[src/rtl/softex_fp_vect_bcast_pkg.sv]
// Shared types and helpers for the scalar-to-vector broadcaster.
// Holds the floating-point format enumeration and its bit layout, the
// default lane/accumulator formats, the rounding-mode encoding used by the
// narrowing stage, the broadcaster state enum and a ceiling-divide helper.
package softex_fp_vect_bcast_pkg;

  typedef enum logic [0:0] {
    FP32,
    BF16
  } fp_format_e;

  typedef struct packed {
    int unsigned exp_bits;
    int unsigned man_bits;
  } fp_encoding_t;

  localparam fp_format_e FPFORMAT_IN  = BF16;
  localparam fp_format_e FPFORMAT_ACC = FP32;

  // Same encoding as the FPU rounding-mode field.
  typedef enum logic [2:0] {
    RNE = 3'b000,
    RTZ = 3'b001,
    RDN = 3'b010,
    RUP = 3'b011,
    RMM = 3'b100,
    DYN = 3'b111
  } roundmode_e;

  typedef enum logic {
    IDLE,
    STREAM
  } bcast_state_e;

  function automatic fp_encoding_t fmt_to_conf(input fp_format_e fmt);
    fp_encoding_t conf;
    case (fmt)
      BF16:    conf = '{exp_bits: 8, man_bits: 7};
      default: conf = '{exp_bits: 8, man_bits: 23};
    endcase
    return conf;
  endfunction

  function automatic int unsigned fp_width(input fp_format_e fmt);
    fp_encoding_t conf;
    conf = fmt_to_conf(fmt);
    return 1 + conf.exp_bits + conf.man_bits;
  endfunction

  // Number of beats needed to emit len elements over lanes lanes.
  function automatic int unsigned ceil_div(input int unsigned len, input int unsigned lanes);
    return (len + lanes - 1) / lanes;
  endfunction

endpackage

[src/rtl/softex_fp_vect_bcast_narrow.sv]
// Combinational float-to-float narrowing from SRC_FMT to DST_FMT.
// Identical formats pass straight through. Otherwise the destination keeps
// the source exponent width and drops low mantissa bits, rounding per
// mode_i; NaNs become the canonical quiet NaN and overflow lands on Inf or
// max-normal according to the rounding direction. No status flags.
// Ports:
//   mode_i  rounding mode
//   src_i   source value (SRC_FMT)
//   dst_o   narrowed value (DST_FMT)
module softex_fp_vect_bcast_narrow
  import softex_fp_vect_bcast_pkg::*;
#(
  parameter fp_format_e SRC_FMT = FPFORMAT_ACC,
  parameter fp_format_e DST_FMT = FPFORMAT_IN,
  localparam int unsigned SRC_WIDTH = fp_width(SRC_FMT),
  localparam int unsigned DST_WIDTH = fp_width(DST_FMT)
) (
  input  roundmode_e           mode_i,
  input  logic [SRC_WIDTH-1:0] src_i,
  output logic [DST_WIDTH-1:0] dst_o
);

  localparam fp_encoding_t SRC_CONF = fmt_to_conf(SRC_FMT);
  localparam fp_encoding_t DST_CONF = fmt_to_conf(DST_FMT);

  if (SRC_FMT == DST_FMT) begin : g_bypass
    logic unused_mode;
    assign unused_mode = ^mode_i;
    assign dst_o       = src_i;
  end else if ((SRC_CONF.exp_bits != DST_CONF.exp_bits) ||
               (DST_CONF.man_bits >= SRC_CONF.man_bits)) begin : g_unsupported
    $error("narrowing supports only mantissa reduction at equal exponent width");
  end else begin : g_narrow
    localparam int unsigned EXP  = SRC_CONF.exp_bits;
    localparam int unsigned DROP = SRC_CONF.man_bits - DST_CONF.man_bits;
    localparam logic [SRC_WIDTH-1:0] STICKY_MASK =
      (SRC_WIDTH'(1) << (DROP - 1)) - SRC_WIDTH'(1);
    localparam logic [DST_WIDTH-1:0] CANON_NAN =
      {1'b0, {EXP{1'b1}}, 1'b1, {(DST_CONF.man_bits - 1){1'b0}}};

    logic                 sign, guard, sticky, is_nan, round_up;
    logic [DST_WIDTH-1:0] kept;

    assign sign   = src_i[SRC_WIDTH-1];
    assign kept   = src_i[SRC_WIDTH-1 -: DST_WIDTH];
    assign guard  = src_i[DROP-1];
    assign sticky = |(src_i & STICKY_MASK);
    assign is_nan = (&src_i[SRC_WIDTH-2 -: EXP]) & (|src_i[SRC_CONF.man_bits-1:0]);

    always_comb begin
      case (mode_i)
        RNE:     round_up = guard & (sticky | kept[0]);
        RDN:     round_up = sign & (guard | sticky);
        RUP:     round_up = ~sign & (guard | sticky);
        RMM:     round_up = guard;
        default: round_up = 1'b0;
      endcase
    end

    // A carry out of the mantissa increments the exponent; from max-normal
    // it lands exactly on the Inf encoding.
    assign dst_o = is_nan ? CANON_NAN : kept + DST_WIDTH'(round_up);
  end

endmodule

[src/rtl/softex_fp_vect_bcast.sv]
// Scalar-to-vector broadcaster. Accepts one accumulator-format scalar plus
// an element count, narrows the scalar once to the lane format and streams
// it replicated over VECT_WIDTH lanes for ceil(len/VECT_WIDTH) beats, with a
// lane strobe on the final partial beat.
// Ports:
//   clk_i, rst_ni     clock, asynchronous active-low reset
//   clear_i           synchronous abort/flush (highest priority)
//   enable_i          global stall, blocks both handshakes when low
//   mode_i            rounding mode for the narrowing
//   valid_i/ready_o   command handshake: scalar_i, len_i, tag_i
//   vect_o, strb_o    replicated narrowed scalar and lane-valid mask
//   last_o, tag_o     final beat of the command, command tag
//   valid_o/ready_i   beat handshake
//   busy_o            command in flight
module softex_fp_vect_bcast
  import softex_fp_vect_bcast_pkg::*;
#(
  parameter fp_format_e  IN_FPFORMAT  = FPFORMAT_IN,
  parameter fp_format_e  ACC_FPFORMAT = FPFORMAT_ACC,
  parameter int unsigned VECT_WIDTH   = 1,
  parameter int unsigned LEN_WIDTH    = 16,
  parameter type         TAG_TYPE     = logic,
  localparam int unsigned IN_WIDTH    = fp_width(IN_FPFORMAT),
  localparam int unsigned ACC_WIDTH   = fp_width(ACC_FPFORMAT)
) (
  input  logic                                 clk_i,
  input  logic                                 rst_ni,
  input  logic                                 clear_i,
  input  logic                                 enable_i,
  input  roundmode_e                           mode_i,
  input  logic                                 valid_i,
  output logic                                 ready_o,
  input  logic [ACC_WIDTH-1:0]                 scalar_i,
  input  logic [LEN_WIDTH-1:0]                 len_i,
  input  TAG_TYPE                              tag_i,
  output logic [VECT_WIDTH-1:0][IN_WIDTH-1:0]  vect_o,
  output logic [VECT_WIDTH-1:0]                strb_o,
  output logic                                 last_o,
  output TAG_TYPE                              tag_o,
  output logic                                 valid_o,
  input  logic                                 ready_i,
  output logic                                 busy_o
);

  localparam logic [LEN_WIDTH-1:0] VW_LEN = LEN_WIDTH'(VECT_WIDTH);

  bcast_state_e                        state_q, state_d;
  logic [LEN_WIDTH-1:0]                rem_q, rem_d;
  logic [VECT_WIDTH-1:0][IN_WIDTH-1:0] vect_q, vect_d;
  TAG_TYPE                             tag_q, tag_d;
  logic [IN_WIDTH-1:0]                 narrowed;
  logic                                last_beat, accept, xfer;

  softex_fp_vect_bcast_narrow #(
    .SRC_FMT (ACC_FPFORMAT),
    .DST_FMT (IN_FPFORMAT)
  ) i_narrow (
    .mode_i (mode_i),
    .src_i  (scalar_i),
    .dst_o  (narrowed)
  );

  // Beat outputs are decoded from the state and remaining count, so they
  // hold by construction whenever the registers hold.
  assign valid_o   = (state_q == STREAM);
  assign busy_o    = valid_o;
  assign last_beat = valid_o & (rem_q <= VW_LEN);
  assign last_o    = last_beat;
  assign vect_o    = vect_q;
  assign tag_o     = tag_q;

  always_comb begin
    strb_o = '0;
    for (int unsigned k = 0; k < VECT_WIDTH; k++) begin
      strb_o[k] = rem_q > LEN_WIDTH'(k);
    end
  end

  // ready_i feeds ready_o combinationally so the next command can be taken
  // in the same cycle the last beat leaves, with no bubble.
  assign ready_o = enable_i & ~clear_i & ((state_q == IDLE) | (last_beat & ready_i));
  assign accept  = valid_i & ready_o;
  assign xfer    = valid_o & ready_i & enable_i;

  always_comb begin
    // NOTE: every signal driven here gets a default first, so no path can
    // leave one unassigned and infer a latch.
    state_d = state_q;
    rem_d   = rem_q;
    vect_d  = vect_q;
    tag_d   = tag_q;

    if (clear_i) begin
      state_d = IDLE;
      rem_d   = '0;
    end else begin
      if (xfer) begin
        rem_d = (rem_q > VW_LEN) ? rem_q - VW_LEN : '0;
        if (last_beat) state_d = IDLE;
      end
      // Acceptance only happens from IDLE or on a last-beat transfer, so it
      // safely overrides the countdown above. A zero-length command is
      // consumed without producing beats.
      if (accept) begin
        rem_d   = len_i;
        tag_d   = tag_i;
        state_d = (len_i != '0) ? STREAM : IDLE;
        for (int unsigned k = 0; k < VECT_WIDTH; k++) begin
          vect_d[k] = narrowed;
        end
      end
    end
  end

  // NOTE: state registers use non-blocking assignments so every flop samples
  // its pre-edge value regardless of statement order.
  always_ff @(posedge clk_i or negedge rst_ni) begin
    if (!rst_ni) begin
      state_q <= IDLE;
      rem_q   <= '0;
      // NOTE: the lane data register is reset too, so vect_o reads zero out
      // of reset rather than X; it is a handful of flops, not a RAM.
      vect_q  <= '0;
      tag_q   <= '0;
    end else begin
      state_q <= state_d;
      rem_q   <= rem_d;
      vect_q  <= vect_d;
      tag_q   <= tag_d;
    end
  end

endmodule

[config.mk]
export PLATFORM = sky130hd
export DESIGN_NAME = softex_fp_vect_bcast
export DESIGN_NICKNAME = d
export VERILOG_FILES = /design/src/rtl/softex_fp_vect_bcast_pkg.sv /design/src/rtl/softex_fp_vect_bcast_narrow.sv /design/src/rtl/softex_fp_vect_bcast.sv
export SDC_FILE = /design/constraint.sdc
export NUM_CORES = 1
export LEC_CHECK = 0
export BUFFER_PORTS_ARGS = -buffer_cell sky130_fd_sc_hd__buf_4
export CORE_MARGIN = 10
export CORE_UTILIZATION = 46
export CTS_CLUSTER_SIZE = 24
export DETAILED_ROUTE_END_ITERATION = 6
export PLACE_DENSITY = 0.87
export SLEW_MARGIN = 20
export SYNTH_ARGS = -nofsm -noshare
export SYNTH_HDL_FRONTEND = slang
export SYNTH_SLANG_ARGS = --single-unit
[constraint.sdc]
create_clock -name clk_i -period 4.4 [get_ports clk_i]
set_clock_uncertainty 0.1 [all_clocks]
set_input_delay 0 -clock clk_i [delete_from_list [all_inputs] [get_ports clk_i]]
set_output_delay 0 -clock clk_i [all_outputs]
set_load 0.01 [all_outputs]
; Word level (Yosys, flattened, before mapping)
; Cells that the tools add are included.
[totals]
ramBits = 0
rom_bits = 0
word_cells = 49
latch_bits = 0
out_inout_bits = 22
memories = 0
register_bits = 34
in_bits = 58
[op_classes]
bitwise_logic = 17
shift = 0
div_mod_pow = 0
add_sub_neg = 2
n_lt_le_gt_ge = 3
reduce_logical = 9
n_eq_ne = 3
n_mul = 0
n_mux = 11
[op_table]
columns = cell, count
row1 = $mux 16, 5
row2 = $gt 16x1->1 const B, 2
row3 = $reduce_or 23->1, 1
row4 = $add 16x1->16, 1
row5 = $le 16x1->1 const B, 1
row6 = $reduce_bool 16->1, 1
row7 = $sub 16x1->16 const B, 1
row8 = $reduce_or 15->1, 1
row9 = $and 1x1->1, 11
row10 = $reduce_and 8->1, 1
row11 = $eq 3x2->1 const B, 2
row12 = $reduce_bool 3->1, 2
row13 = $mux 1, 5
row14 = $pmux 1 s4, 1
row15 = $reduce_and 2->1, 2
row16 = $eq 3x3->1 const B, 1
row17 = $logic_not 3->1, 1
row18 = $not 1->1, 3
row19 = $or 1x1->1, 3

; Depth between registers and ports, before layout
[depth]
word_depth = 8
ltp_mapped = 11
ltp_nobuf = 11

; Hierarchy
; A second synthesis with hierarchy kept.
[unflattened]
hier_cells = 244
hier_area_um2 = 2382.3
[by_module_without_submodules]
columns = mod, cells_per_inst, instances, area_each_um2, seq_area_each_um2
row1 = softex_fp_vect_bcast, 169, 1, 1871.8, 850.8
row2 = softex_fp_vect_bcast_narrow, 75, 1, 510.5, 0.0

; Worst setup path after synthesis
; Ideal clock, no wire load.
[synth_path]
path_type = reg2reg
from = reg rem_q[10]
to = reg tag_q, in the netlist tag_o
synth_period_minus_slack_ns = 2.463
setup_ns = 0.125
arrival_time_ns = 2.238
stages_incl_launch_ff = 8
t_required_ns = 4.175
path_slack_ns = 1.937
path_buffers = 2
cell_sequence = dfrtp_1 > or3_1 > buf_2 > or4_4 > o31ai_4 > and2_1 > buf_6 > mux2_2
[synth_via]
elab_chain_cells = 7
[synth_lines]
columns = element, line_no
row1 = start: declaration, softex_fp_vect_bcast.sv:48  ; logic [LEN_WIDTH-1:0] rem_q, rem_d;
row2 = start signal: assignment, softex_fp_vect_bcast.sv:127  ; rem_q <= rem_d;
row3 = $le 16x1->1, softex_fp_vect_bcast.sv:67  ; assign last_beat = valid_o & (rem_q <= VW_LEN);
row4 = $and 1x1->1, softex_fp_vect_bcast.sv:67
row5 = $and 1x1->1, softex_fp_vect_bcast.sv:81  ; assign ready_o = enable_i & ~clear_i & ((state_q == IDLE) | (last_beat & ready_i));
row6 = $or 1x1->1, softex_fp_vect_bcast.sv:81
row7 = $and 1x1->1, softex_fp_vect_bcast.sv:81
row8 = $and 1x1->1, softex_fp_vect_bcast.sv:82  ; assign accept = valid_i & ready_o;
row9 = $reduce_and 2->1 (no line), n/a
row10 = end signal: assignment, softex_fp_vect_bcast.sv:129  ; tag_q <= tag_d;
row11 = end: declaration, softex_fp_vect_bcast.sv:50  ; TAG_TYPE tag_q, tag_d;
; Every way passes these cells.
; A chain may end at the register's enable or synchronous reset.

; Worst setup path after layout
[layout_path]
from = in scalar_i[31]
to = reg vect_q, in the netlist vect_o[14]
[layout_via]
elab_chain_cells = 5
word_cells_on_any_way = 6
classes_between = add/sub: 1 / mux: 2 / bitwise: 3
[layout_lines]
columns = element, line_no
row1 = start: declaration, softex_fp_vect_bcast.sv:33  ; input logic [ACC_WIDTH-1:0] scalar_i,
row2 = $not 1->1, softex_fp_vect_bcast_narrow.sv:54  ; RUP: round_up = ~sign & (guard | sticky);
row3 = $and 1x1->1, softex_fp_vect_bcast_narrow.sv:54
row4 = $pmux 1 s4 (*), softex_fp_vect_bcast_narrow.sv:51  ; case (mode_i)
row5 = $add 16x1->16 (*), softex_fp_vect_bcast_narrow.sv:62  ; assign dst_o = is_nan ? CANON_NAN : kept + DST_WIDTH'(round_up);
row6 = $mux 16 (*), softex_fp_vect_bcast_narrow.sv:62
row7 = end signal: assignment, softex_fp_vect_bcast.sv:128  ; vect_q <= vect_d;
row8 = end: declaration, softex_fp_vect_bcast.sv:49  ; logic [VECT_WIDTH-1:0][IN_WIDTH-1:0] vect_q, vect_d;
; Mark *: on every way between the ends. The rest lies on a longest branch, timed or not.

==> results by group <==
Run status
  – Status: finished clean

Logic synthesis
  – Synth Flop Type: dfrtp_1
  – Register area share after synthesis: 38.1%
  – Post-Synth Adder-Cell Area: under 10%
  – Largest family of logic cells by synthesized area: simple AND/OR/NAND/NOR gates
  – Cell Area, Synth: roughly 2200 um2
  – Yosys warnings: 0
  – Synth Register Bits: 34
  – Mapped Nets: between 300 and 400
  – Post-synthesis xor/xnor area fraction: under 10%
  – Post-synthesis mux area share: 1.51%
  – Post-synth ARST share: 100%
  – Distinct cells, synth: 46
  – Synth Area in Compound Gates: approximately a quarter
  – Syn Inst Count: 241
  – Synth Area in Simple Gates: ~24%
  – Syn Area/Cell: approximately 9.3 um2
  – Post-synth EDFFs: 0

STA
  – Worst-Margin Slew: between 0.9 and 1 ns
  – Slew margin rel.: about a third
  – Setup_tns: 0 ns
  – Final hold viol count: 0
  – Tmin final: around 3.2 ns
  – Peak Freq: ~0.31 GHz
  – RSZ-0062 raised after global routing: false
  – Final setup vio count: 0
  – Max Slew Vio Count: 0
  – Final critical-path share of the clock period: between 70% and 80%

GRT
  – Initial antenna violation count: 0
  – First-pass GRT wire length: between 10,000 and 15,000 um
  – GR Util All Layers: between 15 and 20%
  – Vias in the first global route: 2,559
  – Grt ovf: 0
  – Largest net degree at the start of global routing: 35

Floorplanning
  – Total Die Area: ~8000 um2
  – Row count: 25
  – Boundary Pins: 80
  – Die X-Extent: around 90 um
  – Initial Util: 47.3%
  – Core Region: ~4700 um2
  – Die span in y: 89.7 um

Min path
  – Hold path depth: 3
  – Hold-critical path endpoint: vect_o[0]$_DFFE_PN0P_
  – Hold WC Path Type: in -> reg
  – Hold path start: scalar_i[16]

Routing
  – Mean number of vias per cell: a little under 6
  – DR DRC count: 0
  – DR iter-0 viols: around 170
  – 1st-pass router iterations: 4
  – Met3 routed WL: ~600 um
  – Via count: ~2,400
  – WL final: 7070 um
  – Metal-1 WL: 2760 um
  – Routed Antenna Nets: 0
  – Top sig layer: met4
  – WL met2: approximately 3600 um
  – Routed length per instance: between 15 and 20 um

Power
  – Register share of total power: roughly 41%
  – Combinational Power Share: about 37%
  – Overall power: roughly 0.98 mW
  – Pint: 0.655 mW
  – P_sw: about 0.32 mW
  – Power per standard cell area: ~300 nW/um2
  – Peak VDD IR: roughly 0.00019 V
  – Switching Share: around a third
  – Clock power frac: between 20% and 30%
  – Leak: ~1.4 nW

Critical path
  – Critical Path RT: ~4.5 ns
  – Crit Reg-Reg Startpoint: rem_q[10]$_DFFE_PN0P_
  – Most used cell, CP: a21oi_1
  – Critical R2R Capture: vect_o[13]$_DFFE_PN0P_
  – Crit-path cells: dlygate4sd3_1 -> buf_4 -> mux2_2 -> nor2_1 -> a21oi_1 -> a21oi_1 -> ha_1 -> nand2_1 -> nor4_1 -> a31oi_1 -> dlygate4sd3_1 -> a21oi_1
  – CP Buf/Inv Count: 3
  – Worst-path maximum fanout: 5
  – Worst path slowest cell: nor4_1
  – Critical Path Sink Type: register
  – Startpoint Class: input pin
  – Reg2Reg Depth: 6
  – WP data arrival: 3.35 ns
  – CP peak stage delay: ~0.67 ns
  – Crit Path Class: in -> reg
  – R2r setup slk: 1.42 ns
  – Crit path max-delay family: buffers and inverters

Finish
  – # diodes: 0
  – Layout cells sized above 1: roughly 28%
  – P&R area growth vs syn: 46.1%
  – Fin nets: roughly 410

Clock network
  – CTS tree: yes
  – Clk sinks: 34
  – Worst-Skew Late Latency: roughly 0.28 ns
  – Maximum clock path buffer count: 2
  – H-tree Lvls: 2
  – Cells resized by post-CTS repair: 0
  – Clk slew on worst S/H paths: about 0.070 ns
  – Root buffer cell: clkbuf_8
  – Number of buffers created by CTS: 5

Place
  – Hpwl dp: about 5300 um
  – Gp weighted congestion: between 0.9 and 1
  – PortBufs: 79

Run
  – Max Cap Violations: 0
==> layout make-up <==
class,count,area [um2]
fill,363,1460
clock inverter,2,15.0
sequential,34,851
inverter,7,26.3
clock buffer,5,68.8
tap,67,83.8
multi-input combinational,190,1290
timing repair buffer,113,931
==> layer usage <==
metal  vias up  global-route usage (%)
met5         -                       0
met4         0                    4.45
met3         7                    5.90
met2       112                    31.2
met1      1148                    19.5
li1       1154                       -
==> kinds of logic after synthesis <==
logic type / Yosys count
AOI/OAI and AO/OA: 65
and+or+nand+nor: 102
adders and majority gates: 4
xor gates and xnor gates: 16
buffers and inverters: 17
DFF: 34
muxes: 3
==> how the worst max path moves through the flow <==
stage | start | to | slack (ns) | cells after the start
floorplan | rem_q[10]$_DFFE_PN0P_ | tag_o$_DFFE_PN0P_ | 1.94 | 7
global placement | rem_q[10]$_DFFE_PN0P_ | tag_o$_DFFE_PN0P_ | 1.52 | 5
detailed placement | rem_q[10]$_DFFE_PN0P_ | vect_o[13]$_DFFE_PN0P_ | 1.43 | 6
CTS | scalar_i[31] | vect_o[14]$_DFFE_PN0P_ | 1.25 | 12
global route | scalar_i[31] | vect_o[14]$_DFFE_PN0P_ | 0.90 | 12
finish | scalar_i[31] | vect_o[14]$_DFFE_PN0P_ | 1.17 | 12
==> worst register-to-register path, stage by stage, from the launching register on <==
cell and delay, ns:
dfrtp_1 0.41, or3_1 0.46, or4_4 0.49, o31ai_4 0.59, and2_1 0.44, buf_4 0.25, a31oi_1 0.10
==> power groups by stage <==
stage                     registers (mW)  clock network (mW)  logic, mW
final                              0.400               0.222      0.358
after global routing               0.406               0.241      0.396
after CTS                          0.400               0.225      0.359
after detailed placement           0.405                   0      0.336
after global placement             0.404                   0      0.326
after floorplan                    0.413                   0      0.170
==> through the flow <==
step / hold WS, ns / instances / area, um2 / util (%) / setup WS (ns)
6_report: 0.00735 / 418 / 3270 / 69.1 / 1.17
5_1_grt: 0.0285 / 418 / 3270 / 69.1 / 0.900
4_1_cts: 0.000296 / 418 / 3270 / 69.1 / 1.25
3_5_place_dp: -0.137 / 378 / 2850 / 60.4 / 1.43
3_3_place_gp: -0.142 / 378 / 2850 / 60.4 / 1.52
2_1_floorplan: -0.396 / 241 / 2240 / - / 1.94
==> cells in the mapped netlist, types with 3 or more instances <==
| library cell | number | share of area, % |
|---|---|---|
| a221o_1 | 7 | 3.1 |
| clkbuf_1 | 4 | 0.67 |
| a21oi_1 | 11 | 2.5 |
| nand2_1 | 19 | 3.2 |
| inv_1 | 7 | 1.2 |
| a32oi_1 | 5 | 2.0 |
| nor4_1 | 18 | 5.0 |
| nand3_1 | 13 | 2.9 |
| dfrtp_1 | 34 | 38 |
| a31oi_1 | 4 | 1.1 |
| buf_4 | 3 | 1.0 |
| nand4_1 | 7 | 2.0 |
| mux2_2 | 3 | 1.5 |
| xor2_1 | 5 | 2.0 |
| nor2_1 | 15 | 2.5 |
| a2bb2oi_2 | 5 | 3.4 |
| ha_1 | 4 | 2.2 |
| and2_1 | 4 | 1.1 |
| o21ai_0 | 12 | 2.7 |
| nor3_1 | 9 | 2.0 |
| or3_1 | 4 | 1.1 |
| or4_1 | 3 | 1.0 |
| xnor2_1 | 11 | 4.3 |
| a22o_1 | 7 | 2.7 |
==> timing repair <==
action / 4_1_cts / 5_1_grt
endpoints found under the hold margin: 64 / 0
hold buffers: 33 / 0
buffers inserted: 0 / 0
==> cells in the final DEF (no fill, tap or decap), drive strengths merged, types with 3 or more instances in the layout <==
cell	n
nand4	7
xor2	5
mux2	3
or4	4
a2bb2oi	5
ha	4
xnor2	11
and2	4
nand3	13
nor3	9
a32oi	5
dlygate4sd3	33
a21oi	11
or3	4
o21ai	12
inv	7
nand2	19
nor2	15
dfrtp	34
a22o	7
a221o	7
buf	80
nor4	18
clkbuf	5
a31oi	4
==> flip-flops by register name (all words and copies together) (netlist names) <==
register and cells:
vect_o 16, busy_o 1, rem_q 16, tag_o 1
Power figures use the tool's default switching activity.
